==> config.mk <==
export PLATFORM = sky130hd
export DESIGN_NAME = function_generator_seq_flat
export DESIGN_NICKNAME = d
export VERILOG_FILES = /design/src/rtl/function_generator_seq_pkg.sv /design/src/rtl/function_generator_seq_if.sv /design/src/rtl/function_generator_seq_base_table.sv /design/src/rtl/function_generator_seq.sv /design/src/flat_wrapper.sv
export SDC_FILE = /design/constraint.sdc
export NUM_CORES = 1
export LEC_CHECK = 0
export BUFFER_PORTS_ARGS = -buffer_cell sky130_fd_sc_hd__clkbuf_2
export CAP_MARGIN = 25
export CORE_MARGIN = 3
export CORE_UTILIZATION = 41
export CTS_CLUSTER_DIAMETER = 60
export DETAILED_ROUTE_END_ITERATION = 16
export PLACE_DENSITY = 0.7
export SLEW_MARGIN = 0
export SYNTH_ARGS = -nofsm -noshare
export SYNTH_HDL_FRONTEND = slang
export SYNTH_SLANG_ARGS = --single-unit
export TNS_END_PERCENT = 10
==> constraint.sdc <==
create_clock -name clk -period 23 [get_ports clk]
set_input_delay 2.3 -clock clk [delete_from_list [all_inputs] [get_ports clk]]
set_output_delay 2.3 -clock clk [all_outputs]
set_load 0.02 [all_outputs]
==> src/rtl/function_generator_seq_pkg.sv <==
// Shared constants, default base vectors and FSM state type for the row generator.
// Optional feature macro: FGEN_LOAD_EN (writable base table with load port).
package fgen_pkg;

    localparam int FGEN_K_N      = 256;
    localparam int FGEN_NUM_BASE = 4;
    localparam int FGEN_ROWS     = 16;
    localparam int FGEN_ROT_STEP = 16;

    localparam logic [FGEN_K_N-1:0] FGEN_BASE_DEFAULT [FGEN_NUM_BASE] = '{
        256'hA46E4D428785B1F9D8B4E21F29CBC29BAEA864941632C25D592CF718233853E4,
        256'hCDE507D9D76A4E862DD0B259985C5C7F79BC655F18914CA6AC5D996B07F67B32,
        256'h8CC55DD293683704607D5B56B65BC01B82B9133F1708DEA7280FFC336042EDB2,
        256'hA03BA4371527756650C054E5086DF88DEF5B2EBBA6AB6F46ED7572AA3675EFA8
    };

    typedef enum logic [0:0] {
        FGEN_IDLE = 1'b0,
        FGEN_RUN  = 1'b1
    } fgen_state_t;

endpackage

==> src/rtl/function_generator_seq_if.sv <==
// Request / row-stream bundle between encoder control, generator and datapath.
// With FGEN_LOAD_EN the bundle also carries the base-table load port.
interface function_generator_seq_if #(
    parameter int K_N      = 256,
    parameter int NUM_BASE = 4,
    parameter int ROWS     = 16
);
    localparam int SEL_W = $clog2(NUM_BASE);
    localparam int IDX_W = $clog2(ROWS);

    logic             start;
    logic [SEL_W-1:0] sel;
    logic [K_N-1:0]   f;
    logic             f_valid;
    logic             f_ready;
    logic             f_last;
    logic [IDX_W-1:0] row_idx;
    logic             busy;
`ifdef FGEN_LOAD_EN
    logic             ld_en;
    logic [SEL_W-1:0] ld_addr;
    logic [K_N-1:0]   ld_data;
    logic             ld_drop;

    modport master (output start, sel, f_ready, ld_en, ld_addr, ld_data,
                    input  f, f_valid, f_last, row_idx, busy, ld_drop);
    modport slave  (input  start, sel, f_ready, ld_en, ld_addr, ld_data,
                    output f, f_valid, f_last, row_idx, busy, ld_drop);
`else
    modport master (output start, sel, f_ready,
                    input  f, f_valid, f_last, row_idx, busy);
    modport slave  (input  start, sel, f_ready,
                    output f, f_valid, f_last, row_idx, busy);
`endif

endinterface

==> src/rtl/function_generator_seq_base_table.sv <==
// Base vector store: constant ROM by default, reset-initialised register array
// with a single write port when FGEN_LOAD_EN is defined.
module fgen_base_table
    import fgen_pkg::*;
#(
    parameter int K_N      = FGEN_K_N,
    parameter int NUM_BASE = FGEN_NUM_BASE,
    localparam int SEL_W   = $clog2(NUM_BASE)
) (
`ifdef FGEN_LOAD_EN
    input  logic             clk,
    input  logic             rst,
    input  logic             wr_en,
    input  logic [SEL_W-1:0] wr_addr,
    input  logic [K_N-1:0]   wr_data,
`endif
    input  logic [SEL_W-1:0] rd_addr,
    output logic [K_N-1:0]   rd_data
);

    // Extra table slots beyond the package array reuse the defaults cyclically.
    function automatic logic [K_N-1:0] base_default(input int idx);
        return K_N'(FGEN_BASE_DEFAULT[idx % FGEN_NUM_BASE]);
    endfunction

`ifdef FGEN_LOAD_EN
    logic [K_N-1:0] table_r [NUM_BASE];

    // Writable table; reset restores the package defaults.
    always_ff @(posedge clk or posedge rst) begin
        if (rst) begin
            for (int i = 0; i < NUM_BASE; i++) begin
                table_r[i] <= base_default(i);
            end
        end else if (wr_en) begin
            table_r[wr_addr] <= wr_data;
        end else begin
            table_r <= table_r;
        end
    end

    assign rd_data = table_r[rd_addr];
`else
    logic [K_N-1:0] table_s [NUM_BASE];

    for (genvar g = 0; g < NUM_BASE; g++) begin : g_rom
        assign table_s[g] = base_default(g);
    end

    assign rd_data = table_s[rd_addr];
`endif

endmodule

==> src/rtl/function_generator_seq.sv <==
// Streams the ROWS circulant rows of a selected base vector over a valid/ready
// handshake. Define FGEN_LOAD_EN to make the base table loadable at run time.
module function_generator_seq
    import fgen_pkg::*;
#(
    parameter int K_N      = FGEN_K_N,
    parameter int NUM_BASE = FGEN_NUM_BASE,
    parameter int ROWS     = FGEN_ROWS,
    parameter int ROT_STEP = FGEN_ROT_STEP
) (
    input  logic                      clk,
    input  logic                      rst,
    function_generator_seq_if.slave   bus
);

    localparam int              SEL_W = $clog2(NUM_BASE);
    localparam int              IDX_W = $clog2(ROWS);
    localparam int              ROT   = ROT_STEP % K_N;
    localparam logic [IDX_W-1:0] LAST = IDX_W'(ROWS - 1);

    // One step of the circulant: each row is the previous one rotated right by ROT.
    function automatic logic [K_N-1:0] rotr(input logic [K_N-1:0] v);
        return (v >> ROT) | (v << (K_N - ROT));
    endfunction

    // The select field can only exceed NUM_BASE by less than NUM_BASE, so one subtract suffices.
    function automatic logic [SEL_W-1:0] mod_base(input logic [SEL_W-1:0] a);
        if ({1'b0, a} >= (SEL_W+1)'(NUM_BASE)) begin
            return a - SEL_W'(NUM_BASE);
        end else begin
            return a;
        end
    endfunction

    fgen_state_t      state_r, state_s;
    logic [K_N-1:0]   f_r, f_s;
    logic             f_valid_r, f_valid_s;
    logic [IDX_W-1:0] row_idx_r, row_idx_s;
    logic             busy_r, busy_s;
    logic [SEL_W-1:0] rd_addr_s;
    logic [K_N-1:0]   rd_data_s;
`ifdef FGEN_LOAD_EN
    logic             ld_drop_r, ld_drop_s;
    logic             wr_en_s;
    logic [SEL_W-1:0] wr_addr_s;
`endif

    assign rd_addr_s = mod_base(bus.sel);

`ifdef FGEN_LOAD_EN
    assign wr_addr_s = mod_base(bus.ld_addr);

    fgen_base_table #(.K_N(K_N), .NUM_BASE(NUM_BASE)) u_table (
        .clk     (clk),
        .rst     (rst),
        .wr_en   (wr_en_s),
        .wr_addr (wr_addr_s),
        .wr_data (bus.ld_data),
        .rd_addr (rd_addr_s),
        .rd_data (rd_data_s)
    );
`else
    fgen_base_table #(.K_N(K_N), .NUM_BASE(NUM_BASE)) u_table (
        .rd_addr (rd_addr_s),
        .rd_data (rd_data_s)
    );
`endif

    // Next-state and next-output logic; everything holds unless a start or transfer happens.
    always_comb begin
        state_s   = state_r;
        f_s       = f_r;
        f_valid_s = f_valid_r;
        row_idx_s = row_idx_r;
        busy_s    = busy_r;
`ifdef FGEN_LOAD_EN
        wr_en_s   = bus.ld_en && (state_r == FGEN_IDLE) && !bus.start;
        ld_drop_s = bus.ld_en && !wr_en_s;
`endif
        case (state_r)
            FGEN_IDLE: begin
                if (bus.start) begin
                    state_s   = FGEN_RUN;
                    f_s       = rd_data_s;
                    row_idx_s = '0;
                    f_valid_s = 1'b1;
                    busy_s    = 1'b1;
                end else begin
                    state_s   = FGEN_IDLE;
                end
            end
            FGEN_RUN: begin
                if (f_valid_r && bus.f_ready) begin
                    if (row_idx_r == LAST) begin
                        state_s   = FGEN_IDLE;
                        f_s       = '0;
                        f_valid_s = 1'b0;
                        row_idx_s = '0;
                        busy_s    = 1'b0;
                    end else begin
                        f_s       = rotr(f_r);
                        row_idx_s = row_idx_r + IDX_W'(1);
                    end
                end else begin
                    state_s   = FGEN_RUN;
                end
            end
            default: begin
                state_s   = FGEN_IDLE;
                f_s       = '0;
                f_valid_s = 1'b0;
                row_idx_s = '0;
                busy_s    = 1'b0;
            end
        endcase
    end

    // State and output registers.
    always_ff @(posedge clk or posedge rst) begin
        if (rst) begin
            state_r   <= FGEN_IDLE;
            f_r       <= '0;
            f_valid_r <= 1'b0;
            row_idx_r <= '0;
            busy_r    <= 1'b0;
`ifdef FGEN_LOAD_EN
            ld_drop_r <= 1'b0;
`endif
        end else begin
            state_r   <= state_s;
            f_r       <= f_s;
            f_valid_r <= f_valid_s;
            row_idx_r <= row_idx_s;
            busy_r    <= busy_s;
`ifdef FGEN_LOAD_EN
            ld_drop_r <= ld_drop_s;
`endif
        end
    end

    assign bus.f       = f_r;
    assign bus.f_valid = f_valid_r;
    assign bus.row_idx = row_idx_r;
    assign bus.busy    = busy_r;
    assign bus.f_last  = f_valid_r && (row_idx_r == LAST);
`ifdef FGEN_LOAD_EN
    assign bus.ld_drop = ld_drop_r;
`endif

endmodule

==> src/flat_wrapper.sv <==
// flat-port wrapper written by rule: the top's interface ports become plain ports
module function_generator_seq_flat import fgen_pkg::*;
#(
    parameter int K_N      = FGEN_K_N,
    parameter int NUM_BASE = FGEN_NUM_BASE,
    parameter int ROWS     = FGEN_ROWS,
    parameter int ROT_STEP = FGEN_ROT_STEP
)
  (clk, rst, bus_start, bus_sel, bus_f_ready, bus_f, bus_f_valid, bus_f_last, bus_row_idx, bus_busy);
  function_generator_seq_if #(.K_N(K_N), .NUM_BASE(NUM_BASE), .ROWS(ROWS)) bus_i ();
  input  logic clk;
  input  logic rst;
  input wire logic [$bits(bus_i.start)-1:0] bus_start;
  input wire logic [$bits(bus_i.sel)-1:0] bus_sel;
  input wire logic [$bits(bus_i.f_ready)-1:0] bus_f_ready;
  output wire logic [$bits(bus_i.f)-1:0] bus_f;
  output wire logic [$bits(bus_i.f_valid)-1:0] bus_f_valid;
  output wire logic [$bits(bus_i.f_last)-1:0] bus_f_last;
  output wire logic [$bits(bus_i.row_idx)-1:0] bus_row_idx;
  output wire logic [$bits(bus_i.busy)-1:0] bus_busy;
  assign bus_i.start = bus_start;
  assign bus_i.sel = bus_sel;
  assign bus_i.f_ready = bus_f_ready;
  assign bus_f = bus_i.f;
  assign bus_f_valid = bus_i.f_valid;
  assign bus_f_last = bus_i.f_last;
  assign bus_row_idx = bus_i.row_idx;
  assign bus_busy = bus_i.busy;
  function_generator_seq #(.K_N(K_N), .NUM_BASE(NUM_BASE), .ROWS(ROWS), .ROT_STEP(ROT_STEP)) u_core (.clk(clk), .rst(rst), .bus(bus_i));
endmodule
==> summary.txt, run 1 <==
Status
  – Outcome: finished clean

Detailed routing
  – WL/cell: 27.4 um
  – DRC viols: 0
  – Avg Vias per Cell: 6.23
  – Total Wirelength: 34.1 mm
  – Pre-antenna DRT Iters: 6
  – Vias: 7738
  – Detailed Route Iter0 Violations: 949
  – Routed Antenna Nets: 0

Worst setup path
  – CP endpoint: u_core.bus.f[207]
  – Max incr delay on CP: 0.68 ns
  – Arrival @ worst endpoint: 4.71 ns
  – CP Launch Type: input pin
  – Worst Path Max Fanout: 76
  – RR Endpoint: u_core.bus.f[207]
  – R2r startpoint: u_core.bus.row_idx[0]
  – CP max stage cell: buf_4
  – Crit-path cells: clkbuf_2 -> and3_1 -> buf_4 -> and2_4 -> buf_12 -> buf_4 -> a221o_1
  – Critical Path Sink Type: flip-flop
  – CP most frequent cell: buf_4
  – CP required: 23.45 ns
  – R2R setup slack: 20.07 ns
  – Crit path from: bus_f_ready
  – Crit path kind: in -> reg
  – Worst reg-to-reg path cell count: 6

Synthesis
  – Seq cells post-synth: 262
  – Syn_nets: 679
  – Synthesized area per cell: 15.1 um2
  – Post-Synthesis Cells: 664
  – Post-Syn Area: 0.0100 mm2
  – Post-synthesis sequential area ratio: 65.5%
  – Synth unique cells: 26
  – Synth warnings: 0

Die
  – I/O pins: 269
  – Total core area: 0.0238 mm2
  – Die H: 162 um
  – Placement Rows: 56
  – Die Area: 0.0263 mm2
  – Die width: 162 um
  – Initial core utilization: 42.1%

Clock tree
  – Hold_buf cts: 0
  – CTS resizes: 0
  – CTS tree: yes
  – Reg clk slew, reported paths: 0.06 ns
  – # H-tree levels: 1
  – CTS Buf Count: 28
  – Clock latency on the worst-skew pair: 0.53 ns
  – CTS sink cnt: 262
  – Clock root cell: clkbuf_16
  – Deepest clock path buffer count: 3
  – Post-CTS Setup Inserts: 0

Power
  – PD cells: 167 mW/mm2
  – Leakage: 6.34 nW
  – VDD IR max: 91.3 uV
  – Power Total: 2.06 mW

Global routing
  – Antenna violations before repair: 0
  – Global Route Usage Sum: 25.1%
  – Vias in the first global route: 7243
  – Global-route wire length before repair: 49.8 mm
  – Largest net degree at the start of global routing: 138
  – Grt total ovfl: 0

Placement
  – Port bufs: 268
  – DP Worst Slack: 18.06 ns
  – Number of cells after detailed placement: 1194
  – HPWL after detailed placement: 22.7 mm
  – Placer congestion estimate: 0.833

Timing
  – Final Max Tran Viols: 0
  – Setup TNS: 0 ns
  – Tmin final: 4.26 ns
  – Hold_ws: 0.516 ns
  – PnR worst setup slack: 18.74 ns
  – Fmax: 235 MHz
  – Slew @ Worst Pin: 0.952 ns
  – Crit share post-route: 18.5%
  – Final Hold Fails: 0
  – Endpoints failing setup: 0
  – Skew final: 0.0246 ns
  – Unrepaired setup endpoints after global routing: no
  – Max_slew headroom: 36.4%

Worst hold path
  – Hold Crit Class: reg -> reg

Layout
  – ANT cells: 0
  – Fill cell count: 2030
  – Layout Cells excl Fill: 1242
  – Layout cells sized above 1: 36.5%
  – NumNets Final: 922
  – Layout area overhead: 23.3%

Flow run
  – Maxcap violations: 0
[synthesized netlist by cell type, drive strengths merged]
cell type,number,share of area (%)
nand3,5,0.30
nand2b,1,0.063
clkbuf,13,0.49
inv,4,0.15
nand4,1,0.063
o21ai,2,0.10
xor2,1,0.088
nand2,14,0.53
buf,64,4.8
and3,1,0.063
nor2b,1,0.063
o2bb2ai,8,0.70
dfrtp,262,66
and2,6,0.38
a2bb2oi,10,0.88
a221o,219,22
ha,9,1.1
o22a,1,0.088
xnor2,1,0.088
nor2,21,0.86
a22o,20,1.8
[how the worst min path moves through the flow]
stage	slack (ns)	endpoint	from	cells past startpoint
2_1_floorplan	0.55	u_core.state_r	u_core.state_r	1
3_3_place_gp	0.50	u_core.bus.f[44]	u_core.bus.f[60]	1
3_5_place_dp	0.50	u_core.bus.f[44]	u_core.bus.f[60]	1
4_1_cts	0.52	u_core.bus.f[44]	u_core.bus.f[60]	1
5_1_grt	0.54	u_core.bus.f[44]	u_core.bus.f[60]	1
6_report	0.52	u_core.bus.f[44]	u_core.bus.f[60]	1
[per-layer routing]
layer  up-vias  GRT usage [%]  share of wire (%)  wire length [um]
li1       3215              -                  -                 -
met1      3988           36.2                 41             14000
met2       470           39.1                 47             16000
met3        65           4.82                9.2              3150
met4         0           7.33                2.7               936
met5         -              0                  0                 0
[kinds of logic after synthesis]
family / Yosys count / share of synthesized area, %
AOI/OAI and AO/OA: 260 / 25.4
xor gates and xnor gates: 2 / 0.175
adders and majority gates: 9 / 1.13
buffers and inverters: 81 / 5.42
DFF: 262 / 65.5
and+or+nand+nor: 50 / 2.31
[cell type report]
type	count	area (um2)	share of cell area [%]
flip-flops and latches	262	6560	53.1
repair buffers	290	1560	12.7
multi-input cells	321	2920	23.7
well taps	319	399	3.24
inverters	4	22.5	0.183
clock inverters	4	51.3	0.416
clock buffers	42	825	6.68
[flip-flops by register name, summed over array words and instances, names as in the netlist]
signal,count
u_core.bus.f,256
u_core.bus.row_idx,4
u_core.bus.f_valid,1
u_core.state_r,1
[where the power goes]
group          total [mW]  internal (mW)  switching (mW)
Sequential          0.867          0.645           0.223
Combinational       0.759          0.293           0.467
Clock               0.434          0.256           0.178
[per-stage QoR]
stage / cell area (um2) / util, %
floorplan: 10000 / -
global placement: 11400 / 47.9
detailed placement: 11400 / 48.0
CTS: 12300 / 51.7
global route: 12300 / 51.9
finish: 12300 / 51.9
[cells in the final DEF (no fill, tap or decap), types with 3 or more instances in the layout]
cell / count
clkbuf_2: 268
dfrtp_1: 262
a221o_1: 219
clkbuf_16: 29
a22o_1: 20
buf_4: 17
nor2_1: 15
nand2_1: 14
a2bb2oi_1: 10
ha_1: 9
o2bb2ai_1: 8
clkbuf_1: 8
and2_1: 5
nor2_2: 5
clkbuf_8: 5
nand3_1: 4
inv_1: 3
buf_8: 3
[critical path: cells and delay by family]
kind / cells / cell delay (ns)
buffers and inverters: 4 / 1.39
AOI/OAI and AO/OA: 1 / 0.28
and+or+nand+nor: 2 / 0.69
No activity file was read; power rests on OpenSTA's default activity.
==> inputs of run 2 (changes only) <==
--- a/config.mk
+++ b/config.mk
@@ -5,13 +5,14 @@
 export SDC_FILE = /design/constraint.sdc
 export NUM_CORES = 1
 export LEC_CHECK = 0
+export ABC_AREA = 1
 export BUFFER_PORTS_ARGS = -buffer_cell sky130_fd_sc_hd__clkbuf_2
 export CAP_MARGIN = 25
 export CORE_MARGIN = 3
 export CORE_UTILIZATION = 41
 export CTS_CLUSTER_DIAMETER = 60
 export DETAILED_ROUTE_END_ITERATION = 16
-export PLACE_DENSITY = 0.7
+export PLACE_DENSITY = 0.69
 export SLEW_MARGIN = 0
 export SYNTH_ARGS = -nofsm -noshare
 export SYNTH_HDL_FRONTEND = slang
==> constraint.sdc (replaced) <==
create_clock -name clk -period 4.1 [get_ports clk]
set_input_delay 0.41 -clock clk [delete_from_list [all_inputs] [get_ports clk]]
set_output_delay 0.41 -clock clk [all_outputs]
set_load 0.02 [all_outputs]
==> summary.txt, run 2 <==
Synthesis
  – Largest cells by area after synthesis: dfrtp_1 58%, nand3_1 19%, nand2_1 12%, buf_2 2.7%, nand3_2 1.9%
  – Post-Synthesis Cells: 1231
  – Post-synthesis sequential area ratio: 57.8%
  – FFs w/ async S/R, synth: 100%
  – Seq cells post-synth: 262
  – Dominant cell by count in the synthesized netlist: nand3_1
  – Syn_nets: 1246
  – Synth warnings: 0
  – Post-Syn Area: 0.0113 mm2
  – Area leader, netlist: dfrtp_1
  – Post-synth top area share: 57.8%
  – Number of flops mapped to enable cells by yosys: 0
  – Primary FF master, synth: dfrtp_1
  – Synthesized area per cell: 9.21 um2
  – Most frequent cells after synthesis: 420 x nand3_1, 356 x nand2_1, 262 x dfrtp_1
  – Synth unique cells: 25

Layout
  – Post-layout util: 50.7%
  – Design Area, Final: 0.0137 mm2
  – Max reg flops: 256
  – Layout area overhead: 20.8%
  – Most frequent cells in the layout: 420 x nand3_1, 355 x nand2_1, 268 x clkbuf_2
  – ANT cells: 0
  – Commonest non-fill, non-tap cell in the layout: nand3_1
  – Layout cells sized above 1: 25.0%
  – NumNets Final: 1461

Power
  – Leakage: 7.70 nW
  – Power Total: 11.9 mW
  – PD cells: 871 mW/mm2
  – VDD IR max: 457 uV

Flow run
  – Maxcap violations: 0

Detailed routing
  – Pre-antenna DRT Iters: 6
  – Vias: 10.1k
  – WL/cell: 21.0 um
  – Routed Antenna Nets: 0
  – Total Wirelength: 38.0 mm
  – DRC viols: 0
  – Detailed Route Iter0 Violations: 1368
  – Avg Vias per Cell: 5.61

Die
  – Placement Rows: 60
  – Initial core utilization: 41.9%
  – Die Area: 0.0297 mm2
  – I/O pins: 269
  – Total core area: 0.0270 mm2
  – Die width: 172 um
  – Die H: 172 um

Timing
  – Unrepaired setup endpoints after global routing: no
  – Fmax: 412 MHz
  – Max_slew headroom: 26.4%
  – Slew @ Worst Pin: 1.10 ns
  – Crit share post-route: 59.2%
  – Setup TNS: 0 ns
  – Final Max Tran Viols: 0
  – PnR worst setup slack: 1.67 ns
  – Skew final: 0.00730 ns
  – Tmin final: 2.43 ns
  – Endpoints failing setup: 0
  – Final Hold Fails: 0

Worst setup path
  – CP Launch Type: flip-flop
  – Arrival @ worst endpoint: 2.02 ns
  – Critical Path Sink Type: primary output
  – Worst Path Max Fanout: 29
  – CP required: 3.69 ns
  – Crit path kind: reg -> out

Clock tree
  – Deepest clock path buffer count: 3
  – Clock root cell: clkbuf_16
  – CTS Buf Count: 29
  – Clock latency on the worst-skew pair: 0.54 ns
  – CTS sink cnt: 262
  – Reg clk slew, reported paths: 0.06 ns
  – # H-tree levels: 1
  – CTS tree: yes

Global routing
  – Global-route wire length before repair: 57.2 mm
  – Antenna violations before repair: 0
  – Grt total ovfl: 0
  – Global Route Usage Sum: 24.9%
  – Largest net degree at the start of global routing: 140
  – Vias in the first global route: 9531

Placement
  – Post-DP Area: 0.0126 mm2
  – Placer congestion estimate: 0.895
  – HPWL after detailed placement: 25.0 mm
  – Port bufs: 268
  – DP Worst Slack: 1.93 ns

Status
  – Outcome: finished clean

Worst hold path
  – Hold Crit Class: in -> reg
-- run 2: cell types whose count changed after synthesis, sizes merged, moves of 8 or more --
cell / delta
nand3: +437
nand2: +347
a221o: -219
buf: +31
inv: +31
a22o: -20
nor2: -17
a2bb2oi: -10
o2bb2ai: -8
-- run 2: logic make-up after synthesis --
family / share of synthesized area, %
adders and majority gates: 0.994
DFF: 57.8
and+or+nand+nor: 33.3
buffers and inverters: 7.40
AOI/OAI and AO/OA: 0.486
-- run 2: critical path, cell delays in order (launching register included) --
cell and delay, ns:
dfrtp_1 0.42, ha_1 0.28, nand3_4 0.33, nor2_1 0.24, clkbuf_2 0.20
-- run 2: path summary, 6_finish.rpt --
kind | start | slack [ns] | depth (start not counted) | endpoint
max | u_core.bus.row_idx[0] | 1.67 | 4 | bus_f_last
min | bus_start | 0.16 | 3 | u_core.state_r
min in group asynchronous | rst | 0.37 | 3 | u_core.bus.f[208]
max in group asynchronous | rst | 2.76 | 4 | u_core.bus.row_idx[0]
min reg2reg | u_core.bus.f[4] | 0.51 | 2 | u_core.bus.f[4]
max reg2reg | u_core.bus.row_idx[0] | 1.94 | 5 | u_core.bus.f[45]
-- run 2: report_power, final --
group	switching (mW)	internal (mW)
Clock	1.07	1.79
Sequential	1.24	3.62
Combinational	2.86	1.34
Total	5.16	6.76
-- run 2: layout make-up --
type | count | area [um2]
multi-input cells | 833 | 3950
inverters | 35 | 138
well taps | 341 | 427
fillers | 2582 | 13300
repair buffers | 285 | 1560
flip-flops and latches | 262 | 6560
clock buffers | 39 | 833
clock inverters | 12 | 220
-- run 2: through the flow --
stage | hold WS, ns | cells
5_1_grt | 0.156 | 1807
3_3_place_gp | 0.367 | 1753
3_5_place_dp | 0.372 | 1755
6_report | 0.156 | 1807
4_1_cts | 0.145 | 1807
2_1_floorplan | 0.551 | 1231
-- run 2: what timing repair did --
action / in CTS / in global routing
endpoints found under the hold margin: 8 / 0
setup buffers: 0 / 0
resized for setup: 0 / 0
hold buffers: 1 / 0
-- run 2: routing by layer --
metal	up-vias	GRT usage, %	part of all wire (%)
met1	5010	36.3	42
li1	4504	-	-
met3	67	4.23	9.1
met5	-	0	0
met2	558	38.5	46
met4	0	7.12	2.6
==> inputs of run 3 (changes only) <==
==> constraint.sdc (replaced) <==
create_clock -name clk -period 2.5 [get_ports clk]
set_input_delay 0.25 -clock clk [delete_from_list [all_inputs] [get_ports clk]]
set_output_delay 0.25 -clock clk [all_outputs]
set_load 0.02 [all_outputs]
==> summary.txt, run 3 (synthesized netlist as in run 2, its figures left out) <==
Timing
  – Skew final: 0.00848 ns
  – Tmin final: 2.19 ns
  – Final Hold Fails: 0
  – Unrepaired setup endpoints after global routing: no
  – Endpoints failing setup: 0
  – Slew @ Worst Pin: 0.712 ns
  – Fmax: 458 MHz
  – Crit share post-route: 87.4%
  – Final Max Tran Viols: 0
  – Max_slew headroom: 52.4%

Worst setup path
  – Bufs and invs on worst path: 2
  – Arrival @ worst endpoint: 1.94 ns
  – CP required: 2.25 ns
  – Worst Path Max Fanout: 66
  – Critical Path Sink Type: primary output
  – CP Launch Type: flip-flop
  – Crit path kind: reg -> out
  – Crit-path cells: ha_1 -> nand3_4 -> buf_12 -> nor2_1 -> clkbuf_2
  – Max incr delay on CP: 0.43 ns
  – CP max stage cell: dfrtp_1
  – CP delay by family, top: buffers and inverters

Power
  – VDD IR max: 731 uV
  – Flop pwr share: 41.1%
  – Logic pwr share: 36.2%
  – Internal power: 10.8 mW
  – Clock Power Share: 22.7%
  – Sw power: 8.46 mW
  – Sw frac: 43.8%
  – Leakage: 7.75 nW
  – PD cells: 1400 mW/mm2

Detailed routing
  – Total Wirelength: 38.4 mm
  – Vias: 10.2k
  – Detailed Route Iter0 Violations: 1213
  – WL/cell: 21.1 um
  – Pre-antenna DRT Iters: 8
  – Avg Vias per Cell: 5.58
  – Routed Antenna Nets: 0
  – DRC viols: 0

Placement
  – HPWL after detailed placement: 25.7 mm
  – Port bufs: 268
  – Placer congestion estimate: 0.886
  – Post-DP Area: 0.0128 mm2

Die
  – Placement Rows: 60
  – Die H: 172 um
  – I/O pins: 269
  – Total core area: 0.0270 mm2
  – Initial core utilization: 41.9%
  – Die width: 172 um
  – Die Area: 0.0297 mm2

Layout
  – Design Area, Final: 0.0138 mm2
  – Post-layout util: 50.9%
  – Layout cells sized above 1: 25.6%
  – Most frequent cells in the layout: 420 x nand3_1, 355 x nand2_1, 268 x clkbuf_2
  – Fill cell count: 2522
  – Commonest non-fill, non-tap cell in the layout: nand3_1
  – Max reg flops: 256
  – NumNets Final: 1474
  – Layout area overhead: 21.4%
  – ANT cells: 0

Status
  – Outcome: finished clean

Clock tree
  – # H-tree levels: 1
  – CTS Buf Count: 28
  – CTS sink cnt: 262
  – Clock root cell: clkbuf_16
  – Reg clk slew, reported paths: 0.06 ns
  – Clock latency on the worst-skew pair: 0.53 ns
  – CTS tree: yes
  – Deepest clock path buffer count: 3

Flow run
  – Maxcap violations: 0

Global routing
  – Vias in the first global route: 9739
  – Largest net degree at the start of global routing: 103
  – Global-route wire length before repair: 58.3 mm
  – Global Route Usage Sum: 25.3%
  – Antenna violations before repair: 0
  – Grt total ovfl: 0

Worst hold path
  – Hold Crit Class: in -> reg
-- run 3: stage by stage --
stage	power [mW]	hold slack [ns]	setup TNS (ns)	setup WS, ns	instances
final	19.3	0.187	0	0.315	1822
after CTS	19.4	0.170	0	0.277	1822
after global placement	14.8	0.275	0	0.688	1768
after detailed placement	15.0	0.285	0	0.660	1768
after global routing	20.4	0.187	0	0.223	1822
after floorplan	11.9	0.391	-315.85	-1.21	1231
-- run 3: cell type report --
class / instances / area, um2 / share of cell area (%)
timing repair buffer: 299 / 1700 / 12.4
tap: 341 / 427 / 3.10
multi-input combinational: 833 / 3950 / 28.7
clock buffer: 38 / 810 / 5.88
inverter: 35 / 138 / 1.00
sequential: 262 / 6560 / 47.6
clock inverter: 14 / 174 / 1.26
-- run 3: tightest hold or removal path, delay by kind of cell --
kind / cells / cell delay, ns
and+or+nand+nor: 4 / 0.32
buffers and inverters: 1 / 0.10
-- run 3: power groups by stage --
| stage | combinational [mW] | sequential, mW | clock [mW] |
|---|---|---|---|
| CTS | 7.05 | 7.90 | 4.45 |
| finish | 6.98 | 7.94 | 4.39 |
| global route | 7.65 | 8.12 | 4.62 |
| floorplan | 2.61 | 9.31 | 0 |
| global placement | 6.87 | 7.94 | 0 |
| detailed placement | 7.03 | 7.95 | 0 |
-- run 3: repair_timing --
| item | CTS | global route |
|---|---|---|
| gates resized for setup | 0 | 0 |
| endpoints found under the hold margin | 14 | 0 |
| setup buffers | 0 | 0 |
| hold buffers | 2 | 0 |
-- run 3: worst paths after layout --
check | slack [ns] | depth (start not counted) | start | to
max in group asynchronous | 1.32 | 4 | rst | u_core.bus.f[86]
hold reg to reg | 0.51 | 2 | u_core.bus.f[235] | u_core.bus.f[219]
setup / recovery | 0.31 | 5 | u_core.bus.row_idx[0] | bus_f_last
min in group asynchronous | 0.28 | 3 | rst | u_core.bus.f[192]
hold / removal | 0.19 | 5 | bus_f_ready | u_core.bus.row_idx[1]
setup reg to reg | 0.61 | 6 | u_core.bus.row_idx[0] | u_core.bus.f[32]
-- run 3: metal layers --
metal | routed length, um | global-route usage, % | vias up
li1 | - | - | 4547
met3 | 3530 | 5.17 | 75
met2 | 17800 | 39.3 | 548
met4 | 1210 | 8.37 | 0
met1 | 15800 | 35.8 | 4994
met5 | 0 | 0 | -
